## src/rtl/dht11_reader_if.sv

```systemverilog
// Host-side handshake and result bundle of the DHT11 reader.
// The reader is the slave; the display formatter or test host is the master.
interface dht11_reader_if;
  logic       start;
  logic       busy;
  logic       valid;
  logic       err;
  logic [1:0] err_code;
  logic [7:0] hum_int;
  logic [7:0] hum_dec;
  logic [7:0] temp_int;
  logic [7:0] temp_dec;

  modport master (
    output start,
    input  busy, valid, err, err_code, hum_int, hum_dec, temp_int, temp_dec
  );

  modport slave (
    input  start,
    output busy, valid, err, err_code, hum_int, hum_dec, temp_int, temp_dec
  );
endinterface

```

## src/rtl/dht11_reader.sv

```systemverilog
// DHT11 single-wire acquisition engine: host start pulse, response and 40-bit
// frame timing on a 1 us tick, checksum verification and result registers.
module dht11_reader #(
  parameter int unsigned CLK_PER_US    = 100,
  parameter int unsigned START_US      = 18000,
  parameter int unsigned BIT_THRESH_US = 40,
  parameter int unsigned TIMEOUT_US    = 200
) (
  input  logic          clk,
  input  logic          rst,
  input  logic          dht_in,
  output logic          dht_oe,
  dht11_reader_if.slave bus
);

  typedef enum logic [2:0] {
    StIdle,
    StStartLow,
    StRelease,
    StRespLow,
    StRespHigh,
    StBitLow,
    StBitHigh,
    StCheck
  } state_e;

  localparam int unsigned   PW          = (CLK_PER_US > 1) ? $clog2(CLK_PER_US) : 1;
  localparam logic [PW-1:0] PRESC_MAX   = PW'(CLK_PER_US - 1);
  localparam logic [14:0]   START_CNT   = 15'(START_US);
  localparam logic [14:0]   THRESH_CNT  = 15'(BIT_THRESH_US);
  localparam logic [14:0]   TIMEOUT_CNT = 15'(TIMEOUT_US);
  // Our own low drive is still in the synchronizer just after release.
  localparam logic [14:0]   BLANK_CNT   = 15'd2;

  logic          r_sync1;
  logic          r_sync2;
  logic          w_line;
  logic [PW-1:0] r_presc;
  logic          w_us_tick;
  logic [14:0]   r_us_cnt;
  state_e        r_state;
  state_e        w_state_d;
  logic          w_timeout;
  logic          w_timeout_exit;
  logic          w_shift_en;
  logic          w_bit;
  logic [5:0]    r_bit_cnt;
  logic [39:0]   r_shift;
  logic [7:0]    w_sum;
  logic          w_sum_ok;
  logic          r_dht_oe;
  logic          r_valid;
  logic          r_err;
  logic [1:0]    r_err_code;
  logic [7:0]    r_hum_int;
  logic [7:0]    r_hum_dec;
  logic [7:0]    r_temp_int;
  logic [7:0]    r_temp_dec;

  always_ff @(posedge clk or negedge rst) begin
    if (!rst) begin
      r_sync1 <= 1'b1;
      r_sync2 <= 1'b1;
    end else begin
      r_sync1 <= dht_in;
      r_sync2 <= r_sync1;
    end
  end

  assign w_line    = r_sync2;
  assign w_us_tick = (r_presc == PRESC_MAX);

  always_ff @(posedge clk or negedge rst) begin
    if (!rst) begin
      r_presc <= '0;
    end else if (w_us_tick) begin
      r_presc <= '0;
    end else begin
      r_presc <= r_presc + PW'(1);
    end
  end

  always_ff @(posedge clk or negedge rst) begin
    if (!rst) begin
      r_us_cnt <= '0;
    end else if ((w_state_d != r_state) || (r_state == StIdle)) begin
      r_us_cnt <= '0;
    end else if (w_us_tick) begin
      r_us_cnt <= r_us_cnt + 15'd1;
    end
  end

  assign w_timeout = (r_us_cnt >= TIMEOUT_CNT);
  assign w_bit     = (r_us_cnt > THRESH_CNT);
  assign w_sum     = r_shift[39:32] + r_shift[31:24] + r_shift[23:16] + r_shift[15:8];
  assign w_sum_ok  = (w_sum == r_shift[7:0]);

  always_ff @(posedge clk or negedge rst) begin
    if (!rst) begin
      r_state <= StIdle;
    end else begin
      r_state <= w_state_d;
    end
  end

  always_comb begin
    w_state_d      = r_state;
    w_timeout_exit = 1'b0;
    w_shift_en     = 1'b0;
    unique case (r_state)
      StIdle: begin
        if (bus.start) w_state_d = StStartLow;
      end
      StStartLow: begin
        if (r_us_cnt >= START_CNT) w_state_d = StRelease;
      end
      StRelease: begin
        if (w_timeout) begin
          w_timeout_exit = 1'b1;
        end else if (!w_line && (r_us_cnt >= BLANK_CNT)) begin
          w_state_d = StRespLow;
        end
      end
      StRespLow: begin
        if (w_timeout) w_timeout_exit = 1'b1;
        else if (w_line) w_state_d = StRespHigh;
      end
      StRespHigh: begin
        if (w_timeout) w_timeout_exit = 1'b1;
        else if (!w_line) w_state_d = StBitLow;
      end
      StBitLow: begin
        if (w_timeout) w_timeout_exit = 1'b1;
        else if (w_line) w_state_d = StBitHigh;
      end
      StBitHigh: begin
        if (w_timeout) begin
          w_timeout_exit = 1'b1;
        end else if (!w_line) begin
          w_shift_en = 1'b1;
          w_state_d  = (r_bit_cnt == 6'd39) ? StCheck : StBitLow;
        end
      end
      StCheck: begin
        w_state_d = StIdle;
      end
      default: begin
        w_state_d = StIdle;
      end
    endcase
    if (w_timeout_exit) w_state_d = StIdle;
  end

  always_ff @(posedge clk or negedge rst) begin
    if (!rst) begin
      r_dht_oe   <= 1'b0;
      r_valid    <= 1'b0;
      r_err      <= 1'b0;
      r_err_code <= 2'b00;
      r_bit_cnt  <= '0;
      r_shift    <= '0;
      r_hum_int  <= '0;
      r_hum_dec  <= '0;
      r_temp_int <= '0;
      r_temp_dec <= '0;
    end else begin
      r_valid  <= 1'b0;
      r_err    <= 1'b0;
      r_dht_oe <= (w_state_d == StStartLow);
      if ((r_state == StIdle) && bus.start) begin
        r_bit_cnt  <= '0;
        r_shift    <= '0;
        r_err_code <= 2'b00;
      end
      if (w_shift_en) begin
        r_shift   <= {r_shift[38:0], w_bit};
        r_bit_cnt <= r_bit_cnt + 6'd1;
      end
      if (w_timeout_exit) begin
        r_err      <= 1'b1;
        r_err_code <= 2'b01;
      end
      if (r_state == StCheck) begin
        if (w_sum_ok) begin
          r_valid    <= 1'b1;
          r_hum_int  <= r_shift[39:32];
          r_hum_dec  <= r_shift[31:24];
          r_temp_int <= r_shift[23:16];
          r_temp_dec <= r_shift[15:8];
        end else begin
          r_err      <= 1'b1;
          r_err_code <= 2'b10;
        end
      end
    end
  end

  assign dht_oe       = r_dht_oe;
  assign bus.busy     = (r_state != StIdle);
  assign bus.valid    = r_valid;
  assign bus.err      = r_err;
  assign bus.err_code = r_err_code;
  assign bus.hum_int  = r_hum_int;
  assign bus.hum_dec  = r_hum_dec;
  assign bus.temp_int = r_temp_int;
  assign bus.temp_dec = r_temp_dec;

endmodule

```

## src/flat_wrapper.sv

```systemverilog
// flat-port wrapper written by rule: the top's interface ports become plain ports
module dht11_reader_flat 
#(
  parameter int unsigned CLK_PER_US    = 100,
  parameter int unsigned START_US      = 18000,
  parameter int unsigned BIT_THRESH_US = 40,
  parameter int unsigned TIMEOUT_US    = 200
)
  (clk, rst, dht_in, dht_oe, bus_start, bus_busy, bus_valid, bus_err, bus_err_code, bus_hum_int, bus_hum_dec, bus_temp_int, bus_temp_dec);
  dht11_reader_if bus_i ();
  input  logic clk;
  input  logic rst;
  input  logic dht_in;
  output logic dht_oe;
  input wire logic [$bits(bus_i.start)-1:0] bus_start;
  output wire logic [$bits(bus_i.busy)-1:0] bus_busy;
  output wire logic [$bits(bus_i.valid)-1:0] bus_valid;
  output wire logic [$bits(bus_i.err)-1:0] bus_err;
  output wire logic [$bits(bus_i.err_code)-1:0] bus_err_code;
  output wire logic [$bits(bus_i.hum_int)-1:0] bus_hum_int;
  output wire logic [$bits(bus_i.hum_dec)-1:0] bus_hum_dec;
  output wire logic [$bits(bus_i.temp_int)-1:0] bus_temp_int;
  output wire logic [$bits(bus_i.temp_dec)-1:0] bus_temp_dec;
  assign bus_i.start = bus_start;
  assign bus_busy = bus_i.busy;
  assign bus_valid = bus_i.valid;
  assign bus_err = bus_i.err;
  assign bus_err_code = bus_i.err_code;
  assign bus_hum_int = bus_i.hum_int;
  assign bus_hum_dec = bus_i.hum_dec;
  assign bus_temp_int = bus_i.temp_int;
  assign bus_temp_dec = bus_i.temp_dec;
  dht11_reader #(.CLK_PER_US(CLK_PER_US), .START_US(START_US), .BIT_THRESH_US(BIT_THRESH_US), .TIMEOUT_US(TIMEOUT_US)) u_core (.clk(clk), .rst(rst), .dht_in(dht_in), .dht_oe(dht_oe), .bus(bus_i));
endmodule
```

## config.mk

```make
export PLATFORM = sky130hd
export DESIGN_NAME = dht11_reader_flat
export DESIGN_NICKNAME = d
export VERILOG_FILES = /design/src/rtl/dht11_reader_if.sv /design/src/rtl/dht11_reader.sv /design/src/flat_wrapper.sv
export SDC_FILE = /design/constraint.sdc
export NUM_CORES = 1
export LEC_CHECK = 0
export ABC_AREA = 1
export CORE_ASPECT_RATIO = 0.8
export CORE_UTILIZATION = 50
export CTS_BUF_LIST = sky130_fd_sc_hd__clkbuf_8
export DETAILED_ROUTE_END_ITERATION = 8
export PLACE_DENSITY = 0.7
export SLEW_MARGIN = 20
export SYNTH_ARGS = -nofsm -noshare
export SYNTH_HDL_FRONTEND = slang
export SYNTH_SLANG_ARGS = --single-unit
```

## constraint.sdc

```tcl
create_clock -name clk -period 6.9 [get_ports clk]
set_input_delay 1.38 -clock clk [delete_from_list [all_inputs] [get_ports clk]]
set_output_delay 1.38 -clock clk [all_outputs]
set_load 0.005 [all_outputs]
```

[Yosys cells after proc, flatten, opt, wreduce, memory -nomap -nowiden]
Cells that the tools add are included.
Widths: inputs -> output; s select.
Storage, ports and cells
  flip-flop bits (word level): 110
  input bits: 4
  output and inout port bits: 38
  word-level logic and storage cells: 83
Cells by class
  add/sub/neg operators: 6
  magnitude comparators: 4
  eq/ne operators: 12
  mux-type cells: 36
  reduce and logical (&&, ||, !) cells: 10
Operator list (number)
  $mux 40: 2
  $mux 3: 13
  $mux 15: 2
  $add 8x8->8: 3
  $pmux 3 s8: 1
  $add 15x1->15 const B: 1
  $ge 15x15->1 const B: 1
  $ge 15x2->1 const B: 1
  $ge 15x8->1 const B: 1
  $gt 15x6->1 const B: 1
  $eq 3x3->1 const B: 4
  $mux 6: 2
  $mux 1: 10
  $mux 2: 5
  $eq 8x8->1: 1
  $add 7x1->7 const B: 1
  $eq 7x7->1 const B: 1
  $mux 7: 1
  $add 6x1->6 const B: 1
  $eq 3x1->1 const B: 2
  $eq 3x2->1 const B: 2
  $eq 6x6->1 const B: 1
  $reduce_or 5->1: 1
  $reduce_bool 2->1: 2
  7 further kinds: 8

[Depth between registers and ports, before layout]
  depth in word-level cells: 9
  depth in mapped cells: 18
  mapped depth without buffers: 17

[Worst setup path after synthesis]
Ideal clock, no wire load.
  path type: register to register
  start point: reg u_core.r_shift[9]
  end point: reg u_core.r_hum_int[3] (netlist: u_core.bus.hum_int[3])
  setup time: 0.118 ns
  arrival time: 3.180 ns
  data required time: 6.782 ns
  slack: 3.602 ns
  cell stages (with the launch flop): 15
  buffers on the path: 1
  period minus slack after synthesis: 3.298 ns
  cell sequence: dfrtp_1 > fa_1 > fa_1 > ha_1 > inv_1 > fa_1 > xor2_1 > nand3_1 > nor2_1 > o21ai_1 > nor3_4 > nand3_4 > buf_6 > nand2_1 > nand2_1
Between the ends
  longest elaborated chain between the ends: 3
RTL lines
  start: declaration: line dht11_reader.sv:48  | logic [39:0] r_shift;
  start signal: assignment: line dht11_reader.sv:176  | r_shift <= {r_shift[38:0], w_bit};
  $add 8x8->8: line dht11_reader.sv:95  | assign w_sum = r_shift[39:32] + r_shift[31:24] + r_shift[23:16] + r_shift[15:8];
  $eq 8x8->1: line dht11_reader.sv:96  | assign w_sum_ok = (w_sum == r_shift[7:0]);
  $reduce_and 2->1 (no source line)
  end signal: assignment: line dht11_reader.sv:186  | r_hum_int <= r_shift[39:32];
  end: declaration: line dht11_reader.sv:55  | logic [7:0] r_hum_int;
Every way passes these cells.
A chain may end at the register's enable or synchronous reset.

[Final worst setup path]
  start point: reg u_core.r_shift[9]
  end point: reg u_core.r_hum_dec[6] (netlist: u_core.bus.hum_dec[6])
Between the ends
  longest elaborated chain between the ends: 3
RTL lines
  $add 8x8->8: line dht11_reader.sv:95
  $eq 8x8->1: line dht11_reader.sv:96
  $reduce_and 2->1 (no source line)
  end signal: assignment: line dht11_reader.sv:187  | r_hum_dec <= r_shift[31:24];
  end: declaration: line dht11_reader.sv:56  | logic [7:0] r_hum_dec;
Every way passes these cells.

==> results.toml <==
[status]
status = "completed"

[detailed_routing]
routed_via_density = 5.28
wl_per_cell_um = 13.8
drt_iter0_markers = 254
wl_met2_um = 4760
drt_first_pass_iters = 5
dr_wl_met3_um = 480
top_layer = "met4"
drc = 0
routed_wl_um = 11100
ant_nets = 0
num_vias = 4245
routedLengthMet1_um = 5700

[worst_setup_path]
worstPathRequired_ns = 7.16
crit_type = "flop to flop"
critPathMaxFanout = 34
cp.arrival_ns = 4.24
start_kind = "flop"
end_kind = "flop"

[yosys]
synthesis.area_um2 = 5600
synthCells = 622
synth_flop_cell = "dfrtp_1"
synth_area_leader_cell = "dfrtp_1"
ys_warn_count = 0
syn_nets = 651
netlist_top_cells_area = "dfrtp_1 48%, nand2_1 9.7%, inv_1 5.7%, fa_1 5.0%, o22ai_1 4.6%"
synth_top_cell_area_share_pct = 48.3
synth.distinct_cells = 37
yosysSeqAreaShare_pct = 49.2
synth_edf_count = 0
syn_avg_cell_area_um2 = 9.00
synth-seq-cells = 110
async_flop_share_pct = 100

[clock_network]
numCtsBuffers = 9
post_cts_resized = 0
tritoncts = "yes"
holdBufCountCts = 0
cts_root_buf = "clkbuf_8"
cts_sinks = 110
clk_pin_slew_ns = 0.09
cts_max_level = 3
cts_setup_buffers = 0
clkLatencyLatePin_ns = 0.37
clock_path_buffers = 2

[sta]
fin_worst_skew_ns = 0.0123
hold_violations = 0
drv_slew = 0
setup_viol = 0
rsz0062_at_grt = "false"
fmax_mhz = 251
min_period_over_period_pct = 57.7
worst_slack_ns = 2.92
worst_pin_slew_ns = 0.983
final.setup.tns_ns = 0
slew_headroom_pct = 33.9
period_minus_slack_ns = 3.98

[cells_and_area]
antenna_cells = 0
final_core_util_pct = 57.5
layout.nets = 685
syn2layout_area_growth_pct = 11.9
drive_gt1_share_pct = 6.52
final_common_cell = "nand2_1"
final_cell_mix = "144 x nand2_1, 108 x dfrtp_1, 87 x inv_1"

[placed_design]
gp_congestion = 0.828
pre_cts_ws_ns = 2.96
port_buffers = 41
post-dp-hpwl_um = 7750

[grt]
grt_max_degree = 83
antenna_found_initial = 0
grt_usage_pct = 20.8
grt_pass1_wl_um = 19200
grt_pass1_vias = 3997
gr-total-overflow = 0

[power_and_ir_drop]
vdd_ir_drop_max_mv = 0.138
cellPowerDensity_nw_per_um2 = 165
fin_total_pwr_mw = 1.03
total_leakage_power_nw = 3.18

[floorplan]
die_h_um = 96.6
die_w_um = 120
core_area_um2 = 10900
start_util_pct = 51.4
rows = 34
die_area_um2 = 11600
num_io_pins = 42

[run]
maxCapViolCount = 0

[hold_path]
hold_class = "flop to flop"
flip-flops by register name (all words and copies together), names as in the netlist, 2 cells and up:
name / flops
u_core.r_shift: 40
u_core.r_us_cnt: 15
u_core.bus.hum_dec: 8
u_core.bus.hum_int: 8
u_core.bus.temp_dec: 8
u_core.bus.temp_int: 8
u_core.r_presc: 7
u_core.r_bit_cnt: 6
u_core.r_state: 3
u_core.bus.err_code: 2
where the power goes:
group          internal [mW]  leakage (nW)  total [mW]  switching [mW]
registers              0.645          1.26       0.645        0.000340
logic                0.00230          1.82      0.0151          0.0128
clock network          0.163         0.101       0.370           0.207
through the flow:
stage,cells,area [um2],hold WS [ns]
after detailed placement,789,6080,0.348
after floorplan,622,5600,0.345
final,804,6260,0.361
after global routing,804,6260,0.369
after CTS,804,6260,0.362
after global placement,789,6080,0.345
cell usage after synthesis, types with 3 or more instances:
cell	instances
dfrtp_1	108
buf_4	7
nand4_1	39
clkbuf_1	9
xnor2_1	9
a21oi_1	11
nor3_1	5
o21ai_0	9
buf_6	4
nand2_1	144
nand2_2	3
xor2_1	19
nor2_1	43
nor2_2	11
o22ai_1	41
fa_1	14
ha_1	11
nand3_1	26
inv_1	85
nand3b_1	3
worst max-delay path: stages, from the launching register on:
cell and delay [ns]:
dfrtp_1 0.43, fa_1 0.51, fa_1 0.52, ha_1 0.21
inv_1 0.07, fa_1 0.49, xor2_1 0.15, nand3_1 0.08
nor2_1 0.13, o21ai_1 0.11, nor3_4 0.18, buf_4 0.37
nand3_4 0.36, nand2_1 0.18, nand2_1 0.06
kinds of logic after synthesis:
| logic type | after synthesis | synth area share [%] |
|---|---|---|
| adder cells (fa/ha/maj) | 25 | 7.47 |
| AND/OR/NAND/NOR | 282 | 23.4 |
| AO/OA/AOI/OAI | 66 | 7.02 |
| XOR/XNOR | 28 | 4.38 |
| buffers and inverters | 111 | 8.47 |
| flip-flops | 110 | 49.2 |
layer usage:
metal	up-vias	global-route usage (%)
met5	-	0
met4	0	5.41
met3	11	3.89
met2	99	30.4
met1	2040	31.8
li1	2095	-
final timing paths:
path,end,start,slack [ns],depth (start not counted)
max reg2reg,u_core.bus.hum_dec[6],u_core.r_shift[9],2.92,14
min,u_core.r_sync2,u_core.r_sync1,0.36,0
max,u_core.bus.hum_dec[6],u_core.r_shift[9],2.92,14
min reg2reg,u_core.r_sync2,u_core.r_sync1,0.36,0
min in group asynchronous,u_core.bus.hum_int[2],rst,0.92,1
max in group asynchronous,u_core.r_us_cnt[0],rst,4.94,2
layout make-up:
type,instances,area (um2)
clock inverter,6,56.3
clock buffer,9,124
fill,987,4630
timing repair buffer,46,449
inverter,88,330
sequential,110,2760
multi-input combinational,401,2370
tap,144,180
Note: power is estimated with default switching activity, not from simulation.
